File: src/rtl/spi_regif_pkg.sv
// Frame layout, status-trailer bit positions and FSM states shared by the SPI register interface.
package spi_regif_pkg;

    localparam int HDR_BITS   = 16;
    localparam int DATA_BITS  = 32;
    localparam int STAT_BITS  = 8;
    localparam int FRAME_BITS = HDR_BITS + DATA_BITS + STAT_BITS;

    localparam int RW_BIT = HDR_BITS - 1;

    localparam int ST_MISALIGN   = 0;
    localparam int ST_RD_LATE    = 1;
    localparam int ST_ABORT_PREV = 2;

    typedef enum logic [2:0] {
        S_IDLE,
        S_HDR,
        S_RD_WAIT,
        S_DATA,
        S_STAT,
        S_DONE
    } state_e;

endpackage

File: src/rtl/spi_sync_edge.sv
// Multi-flop synchronizer for an asynchronous pad input with one-clk rise/fall pulses.
module spi_sync_edge #(
    parameter int   SYNC_STAGES = 2,
    parameter logic RST_VAL     = 1'b0
) (
    input  logic clk,
    input  logic rst,
    input  logic d,
    output logic rise,
    output logic fall
);

    logic [SYNC_STAGES-1:0] sync_q, sync_d;
    logic                   last_q, last_d;
    logic                   lvl;

    assign lvl = sync_q[SYNC_STAGES-1];

    always_comb begin
        sync_d = {sync_q[SYNC_STAGES-2:0], d};
        last_d = lvl;
    end

    always_ff @(posedge clk) begin
        if (rst) begin
            sync_q <= {SYNC_STAGES{RST_VAL}};
            last_q <= RST_VAL;
        end else begin
            sync_q <= sync_d;
            last_q <= last_d;
        end
    end

    assign rise = lvl & ~last_q;
    assign fall = ~lvl & last_q;

endmodule

File: src/rtl/spi_slave_regif.sv
// SPI mode-0 responder: decodes 56-bit host frames into single-cycle register bus reads/writes
// and returns read data plus a status trailer on miso.
module spi_slave_regif
    import spi_regif_pkg::*;
#(
    parameter int AW          = 15,
    parameter int DW          = 32,
    parameter int SYNC_STAGES = 2,
    parameter int SW          = 8
) (
    input  logic          clk,
    input  logic          rst,
    input  logic          spi_sck,
    input  logic          spi_ss_n,
    input  logic          spi_mosi,
    output logic          spi_miso,
    output logic [AW-1:0] reg_addr,
    output logic          reg_wr,
    output logic [DW-1:0] reg_wdata,
    output logic          reg_rd,
    input  logic [DW-1:0] reg_rdata,
    input  logic          reg_rvalid,
    output logic          busy
);

    state_e                 state_q, state_d;
    logic [5:0]             bit_cnt_q, bit_cnt_d, cnt_inc;
    logic [DW-2:0]          rx_q, rx_d;
    logic [DW-1:0]          rx_next, rd_word;
    logic [DW-1:0]          tx_q, tx_d;
    logic [DW-1:0]          wdata_q, wdata_d;
    logic [AW-1:0]          addr_q, addr_d;
    logic [SYNC_STAGES-1:0] mosi_q, mosi_d;
    logic [SW-1:0]          stat_word;
    logic                   miso_q, miso_d;
    logic                   wr_q, wr_d, rd_q, rd_d;
    logic                   is_wr_q, is_wr_d;
    logic                   misalign_q, misalign_d;
    logic                   rd_late_q, rd_late_d;
    logic                   abort_prev_q, abort_prev_d;
    logic                   sck_rise, sck_fall, ss_rise, ss_fall, mosi_s;

    spi_sync_edge #(.SYNC_STAGES(SYNC_STAGES), .RST_VAL(1'b0)) u_sck_sync (
        .clk(clk), .rst(rst), .d(spi_sck), .rise(sck_rise), .fall(sck_fall)
    );

    // Reset value 0 means a host still holding ss_n low out of reset must release it
    // before a fall (new frame) can be seen.
    spi_sync_edge #(.SYNC_STAGES(SYNC_STAGES), .RST_VAL(1'b0)) u_ss_sync (
        .clk(clk), .rst(rst), .d(spi_ss_n), .rise(ss_rise), .fall(ss_fall)
    );

    assign mosi_d  = {mosi_q[SYNC_STAGES-2:0], spi_mosi};
    assign mosi_s  = mosi_q[SYNC_STAGES-1];
    assign rx_next = {rx_q, mosi_s};
    assign cnt_inc = (bit_cnt_q == 6'(FRAME_BITS)) ? bit_cnt_q : bit_cnt_q + 6'd1;
    assign rd_word = reg_rvalid ? reg_rdata : '0;

    always_comb begin
        stat_word                = '0;
        stat_word[ST_MISALIGN]   = misalign_q;
        stat_word[ST_RD_LATE]    = rd_late_q;
        stat_word[ST_ABORT_PREV] = abort_prev_q;
    end

    always_comb begin
        state_d      = state_q;
        bit_cnt_d    = bit_cnt_q;
        rx_d         = rx_q;
        tx_d         = tx_q;
        miso_d       = miso_q;
        addr_d       = addr_q;
        wdata_d      = wdata_q;
        wr_d         = 1'b0;
        rd_d         = 1'b0;
        is_wr_d      = is_wr_q;
        misalign_d   = misalign_q;
        rd_late_d    = rd_late_q;
        abort_prev_d = abort_prev_q;

        if (sck_rise && (state_q inside {S_HDR, S_RD_WAIT, S_DATA, S_STAT})) begin
            bit_cnt_d = cnt_inc;
            rx_d      = rx_next[DW-2:0];
        end

        case (state_q)
            S_IDLE: begin
                if (ss_fall) begin
                    state_d    = S_HDR;
                    bit_cnt_d  = '0;
                    miso_d     = 1'b0;
                    tx_d       = '0;
                    is_wr_d    = 1'b0;
                    misalign_d = 1'b0;
                    rd_late_d  = 1'b0;
                end
            end
            S_HDR: begin
                if (sck_rise && cnt_inc == 6'(HDR_BITS)) begin
                    addr_d  = rx_next[AW-1:0];
                    is_wr_d = rx_next[RW_BIT];
                    tx_d    = '0;
                    if (rx_next[1:0] != 2'b00) begin
                        misalign_d = 1'b1;
                        state_d    = S_DATA;
                    end else if (!rx_next[RW_BIT]) begin
                        rd_d    = 1'b1;
                        state_d = S_RD_WAIT;
                    end else begin
                        state_d = S_DATA;
                    end
                end
            end
            S_RD_WAIT: begin
                // The first data bit is due on this fall; without data we send zeros.
                if (sck_fall) begin
                    miso_d    = rd_word[DW-1];
                    tx_d      = {rd_word[DW-2:0], 1'b0};
                    rd_late_d = ~reg_rvalid;
                    state_d   = S_DATA;
                end else if (reg_rvalid) begin
                    tx_d    = reg_rdata;
                    state_d = S_DATA;
                end
            end
            S_DATA: begin
                if (sck_rise && cnt_inc == 6'(HDR_BITS + DATA_BITS)) begin
                    if (is_wr_q && !misalign_q) begin
                        wr_d    = 1'b1;
                        wdata_d = rx_next;
                    end
                    tx_d    = {stat_word, {(DW-SW){1'b0}}};
                    state_d = S_STAT;
                end else if (sck_fall) begin
                    miso_d = tx_q[DW-1];
                    tx_d   = {tx_q[DW-2:0], 1'b0};
                end
            end
            S_STAT: begin
                if (sck_rise && cnt_inc == 6'(FRAME_BITS)) begin
                    state_d = S_DONE;
                end else if (sck_fall) begin
                    miso_d = tx_q[DW-1];
                    tx_d   = {tx_q[DW-2:0], 1'b0};
                end
            end
            S_DONE: begin
                if (sck_fall) miso_d = 1'b0;
            end
            default: state_d = S_IDLE;
        endcase

        // Deselect before the write commits is an abort; after it the frame simply ends.
        if (ss_rise && state_q != S_IDLE) begin
            abort_prev_d = state_q inside {S_HDR, S_RD_WAIT, S_DATA};
            state_d      = S_IDLE;
            miso_d       = 1'b0;
            wr_d         = 1'b0;
            rd_d         = 1'b0;
            is_wr_d      = 1'b0;
            misalign_d   = 1'b0;
            rd_late_d    = 1'b0;
        end
    end

    always_ff @(posedge clk) begin
        if (rst) begin
            state_q      <= S_IDLE;
            bit_cnt_q    <= '0;
            rx_q         <= '0;
            tx_q         <= '0;
            miso_q       <= 1'b0;
            addr_q       <= '0;
            wdata_q      <= '0;
            wr_q         <= 1'b0;
            rd_q         <= 1'b0;
            is_wr_q      <= 1'b0;
            misalign_q   <= 1'b0;
            rd_late_q    <= 1'b0;
            abort_prev_q <= 1'b0;
            mosi_q       <= '0;
        end else begin
            state_q      <= state_d;
            bit_cnt_q    <= bit_cnt_d;
            rx_q         <= rx_d;
            tx_q         <= tx_d;
            miso_q       <= miso_d;
            addr_q       <= addr_d;
            wdata_q      <= wdata_d;
            wr_q         <= wr_d;
            rd_q         <= rd_d;
            is_wr_q      <= is_wr_d;
            misalign_q   <= misalign_d;
            rd_late_q    <= rd_late_d;
            abort_prev_q <= abort_prev_d;
            mosi_q       <= mosi_d;
        end
    end

    // Gate with the raw pad so miso is quiet the moment the host deselects.
    assign spi_miso  = miso_q & ~spi_ss_n;
    assign reg_addr  = addr_q;
    assign reg_wdata = wdata_q;
    assign reg_wr    = wr_q;
    assign reg_rd    = rd_q;
    assign busy      = (state_q != S_IDLE);

endmodule

File: config.mk
export PLATFORM = sky130hd
export DESIGN_NAME = spi_slave_regif
export DESIGN_NICKNAME = d
export VERILOG_FILES = /design/src/rtl/spi_regif_pkg.sv /design/src/rtl/spi_sync_edge.sv /design/src/rtl/spi_slave_regif.sv
export SDC_FILE = /design/constraint.sdc
export NUM_CORES = 1
export LEC_CHECK = 0
export ABC_CLOCK_PERIOD_IN_PS = 2400
export BUFFER_PORTS_ARGS = -buffer_cell sky130_fd_sc_hd__buf_2
export CORE_ASPECT_RATIO = 0.5
export CORE_MARGIN = 4
export CORE_UTILIZATION = 54
export CTS_BUF_LIST = sky130_fd_sc_hd__clkbuf_4
export DETAILED_ROUTE_END_ITERATION = 8
export PLACE_DENSITY = 0.83
export SLEW_MARGIN = 40
export SYNTH_ARGS = -nofsm -noshare
export SYNTH_HDL_FRONTEND = slang
export SYNTH_SLANG_ARGS = --single-unit
File: constraint.sdc
create_clock -name clk -period 2.4 [get_ports clk]
set_input_delay 0.36 -clock clk [delete_from_list [all_inputs] [get_ports clk]]
set_output_delay 0.36 -clock clk [all_outputs]
set_load 0.02 [all_outputs]
==> flow_metrics.py <==
metrics = {
    "cts": {
        "cts_root_buf": "clkbuf_4",
        "numCtsBuffers": 17,
        "htree_levels": 4,
        "clk_latency_ns": 0.53,
        "clockBufferDepth": 2,
        "path_clk_slew_ns": 0.13,
        "clock-sinks": 134,
        "cts_tree": "yes",
    },
    "sta": {
        "slew-limit-headroom_pct": 64.3,
        "slew_violations": 0,
        "period_share_pct": 95.9,
        "timing.fmax_mhz": 435,
        "finalSetupViolCount": 0,
        "clock_skew_ns": 0.0257,
        "worst_pin_slew_ns": 0.531,
        "holdWs_ns": 0.0702,
        "setup_tns_ns": 0,
        "hold_violations": 0,
        "fin_ws_ns": 0.0991,
        "period_minus_slack_ns": 2.30,
    },
    "synth": {
        "synth_compound_area_share_pct": 21.3,
        "syn_nets": 760,
        "ys.flop_type": "dfxtp_1",
        "synth_top_family_by_area": "compound AO/OA/AOI/OAI gates",
        "yosys_warnings": 0,
        "ys_async_sr_fraction_pct": 0,
        "seq_area_frac_synth_pct": 43.5,
        "yosys.area_share.simple_pct": 20.4,
        "muxShareOfSynthArea_pct": 7.95,
        "synth_xor_area_share_pct": 0.852,
        "synth_enable_flop_cells": 0,
        "synth_area_mm2": 0.00617,
        "syn-instance-count": 720,
        "synthDistinctLibCells": 58,
        "ys_ff_latch": 134,
        "avgSynthCellArea_um2": 8.57,
        "synthAdderAreaFrac_pct": 0.406,
    },
    "global_route": {
        "grtUsageTotal_pct": 21.9,
        "grt_busiest_layer": "met2",
        "met1_usage_pct": 28.4,
        "gr-total-overflow": 0,
        "grt_use_met2_pct": 35.3,
        "grt_pass1_wl_mm": 24.4,
        "grt_pass1_vias": 5158,
        "grtUsageMet3_pct": 6.31,
        "antenna_found_initial": 0,
        "grt_max_degree": 51,
    },
    "setup_path": {
        "crit_chain": "ha_1 -> and3b_1 -> o211a_1 -> or2_0 -> buf_6 -> a41oi_4 -> a31oi_4 -> buf_4 -> clkbuf_16 -> o2bb2ai_2",
        "cp-end-kind": "flop",
        "cp_max_fo": 9,
        "max_stage_delay_ns": 0.35,
        "worst-r2r-cell-count": 10,
        "cpMaxStageDelayCell": "dfxtp_2",
        "cp.depth": 10,
        "cp.required_ns": 2.80,
        "path_buf_inv": 3,
        "critPathKind": "flop to flop",
        "crit_arrival_ns": 2.70,
        "critPathLaunchType": "flop",
        "path_delay_family": "compound AO/OA/AOI/OAI gates",
    },
    "worst_hold_path": {
        "hold-path-cell-count": 2,
        "hp-class": "input pin to flop",
    },
    "detailed_routing": {
        "via_per_inst": 5.73,
        "wl_per_cell_um": 15.4,
        "vias": 5506,
        "ant_nets": 0,
        "wirelength_mm": 14.8,
        "drc": 0,
        "drt_first_pass_iters": 5,
        "initialDrtViolationCount": 397,
    },
    "floorplan": {
        "die_x_um": 159,
        "io-pin-count": 89,
        "start_util_pct": 55.7,
        "placement_rows": 27,
        "dieArea_mm2": 0.0133,
        "coreArea_mm2": 0.0111,
        "die_y_um": 83.6,
    },
    "finish": {
        "drive_gt1_share_pct": 22.2,
        "layout.nets": 843,
        "stdcell_area_mm2": 0.00722,
        "instances_no_fill": 961,
        "areaGrowthSynthToFinish_pct": 17.1,
        "antenna_cells": 0,
    },
    "placement": {
        "routabilityCongestion": 0.850,
        "placed_area_mm2": 0.00680,
        "portBuffers": 88,
        "dp.cells": 923,
        "hpwlAfterDp_mm": 9.73,
        "dp_slack_ns": 0.0959,
    },
    "job": {
        "max_cap_violations": 0,
    },
    "power_and_ir_drop": {
        "ir_drop_mv": 0.400,
        "cellPowerDensity_mw_per_mm2": 578,
        "leakage_nw": 3.25,
    },
    "outcome": {
        "outcome": "completed",
    },
}
-- path summary, 6_finish.rpt --
path	endpoint	slack, ns	from
setup / recovery	tx_q[20]	0.1	bit_cnt_q[0]
hold / removal	u_ss_sync.sync_q[0]	0.07	spi_ss_n
setup reg to reg	tx_q[20]	0.1	bit_cnt_q[0]
hold reg to reg	mosi_q[1]	0.46	mosi_q[0]
-- Yosys cell counts, types with 3 or more instances --
cell type / n / area (µm²)
and3_1: 3 / 18.8
mux2i_1: 49 / 490
or3_1: 5 / 31.3
o211a_1: 3 / 30.0
buf_2: 9 / 45.0
xnor2_1: 4 / 35.0
buf_4: 8 / 60.1
inv_1: 9 / 33.8
nor3b_1: 3 / 22.5
nand2_1: 160 / 601
o31ai_1: 3 / 22.5
o2bb2ai_2: 10 / 150
nand2b_1: 6 / 37.5
buf_6: 6 / 67.6
nor2b_1: 13 / 81.3
nand3_1: 7 / 35.0
a22o_1: 28 / 245
o21ai_0: 8 / 40.0
nor3_1: 9 / 45.0
o22ai_1: 4 / 25.0
a21oi_1: 39 / 195
dfxtp_1: 134 / 2680
a31oi_1: 33 / 206
nand4_1: 4 / 25.0
o2bb2ai_1: 21 / 184
clkbuf_1: 35 / 131
nor2_1: 66 / 248
-- cells in the final DEF, fill, tap and decap left out, drive strengths merged, types with 2 or more instances in the layout --
cell / instances
a22o: 28
clkinv: 3
nor2b: 13
bufinv: 2
inv: 16
ha: 2
a22oi: 2
nor4: 2
o21ai: 9
nor2: 66
clkbuf: 20
xor2: 2
clkinvlp: 2
o2bb2ai: 31
o31ai: 3
buf: 121
a211oi: 2
nand3: 7
dfxtp: 134
o21a: 2
o211a: 3
and3b: 2
o22ai: 4
nor3b: 3
and3: 3
or3: 5
nand4: 5
nand2b: 6
a21o: 2
nor3: 9
xnor2: 4
a221o: 2
nand2: 161
a31oi: 34
a21oi: 39
mux2i: 49
-- where the power goes --
group          internal [mW]  switching, mW  total [mW]
Clock                  0.661          0.925        1.59
Combinational          0.139          0.203       0.342
Sequential              2.24         0.0145        2.25
Total                   3.04           1.14        4.18
-- logic make-up (layout without fill, tap and decap cells) --
logic type,count (synthesis),after routing
AO/OA/AOI/OAI,171,171
buffers and inverters,69,165
XOR/XNOR,6,6
multiplexers,49,49
adder cells (fa/ha/maj),2,2
AND/OR/NAND/NOR,289,289
flip-flops,134,134
-- state kept, by name (all words and copies together), names as in the netlist --
name and flops:
tx_q 32, abort_prev_q 1, mosi_q 2, u_ss_sync.last_q 1, reg_rd 1, miso_q 1
u_sck_sync.sync_q 2, bit_cnt_q 6, reg_addr 15, misalign_q 1, rx_q 31, reg_wdata 32
state_q 3, reg_wr 1, is_wr_q 1, rd_late_q 1, u_sck_sync.last_q 1, u_ss_sync.sync_q 2
-- area by class of cell --
type                    instances  area (µm²)
fillers                       915        3860
multi-input cells             517        3190
flip-flops and latches        134        2680
repair buffers                124         835
well taps                     145         181
clock inverters                14         164
clock buffers                  18         135
inverters                       9        33.8
-- metrics by stage --
step / power (mW) / utilization, %
2_1_floorplan: 2.47 / -
3_3_place_gp: 2.58 / 61.3
3_5_place_dp: 2.58 / 61.3
4_1_cts: 4.15 / 64.1
5_1_grt: 4.35 / 65.2
6_report: 4.18 / 65.2
-- worst register-to-register path, cell delays in order, from the launching register on --
cell	delay, ns
dfxtp_2	0.35
ha_1	0.25
and3b_1	0.21
o211a_1	0.23
or2_0	0.24
buf_6	0.15
a41oi_4	0.20
a31oi_4	0.13
buf_4	0.16
clkbuf_16	0.16
o2bb2ai_2	0.11
-- repair_timing --
item                       in CTS  in global routing
hold buffers                    1                  0
gates resized for setup         0                 12
setup endpoints to repair       0                 85
hold endpoints to repair        1                  0
buffers inserted                0                  3
-- routing by layer --
metal  vias to the layer above  part of all wire (%)
met4                         0                   1.1
met5                         -                     0
met1                      2616                    46
li1                       2711                     -
met2                       158                    47
met3                        21                   6.0
Note: power is estimated with default switching activity, not from simulation.
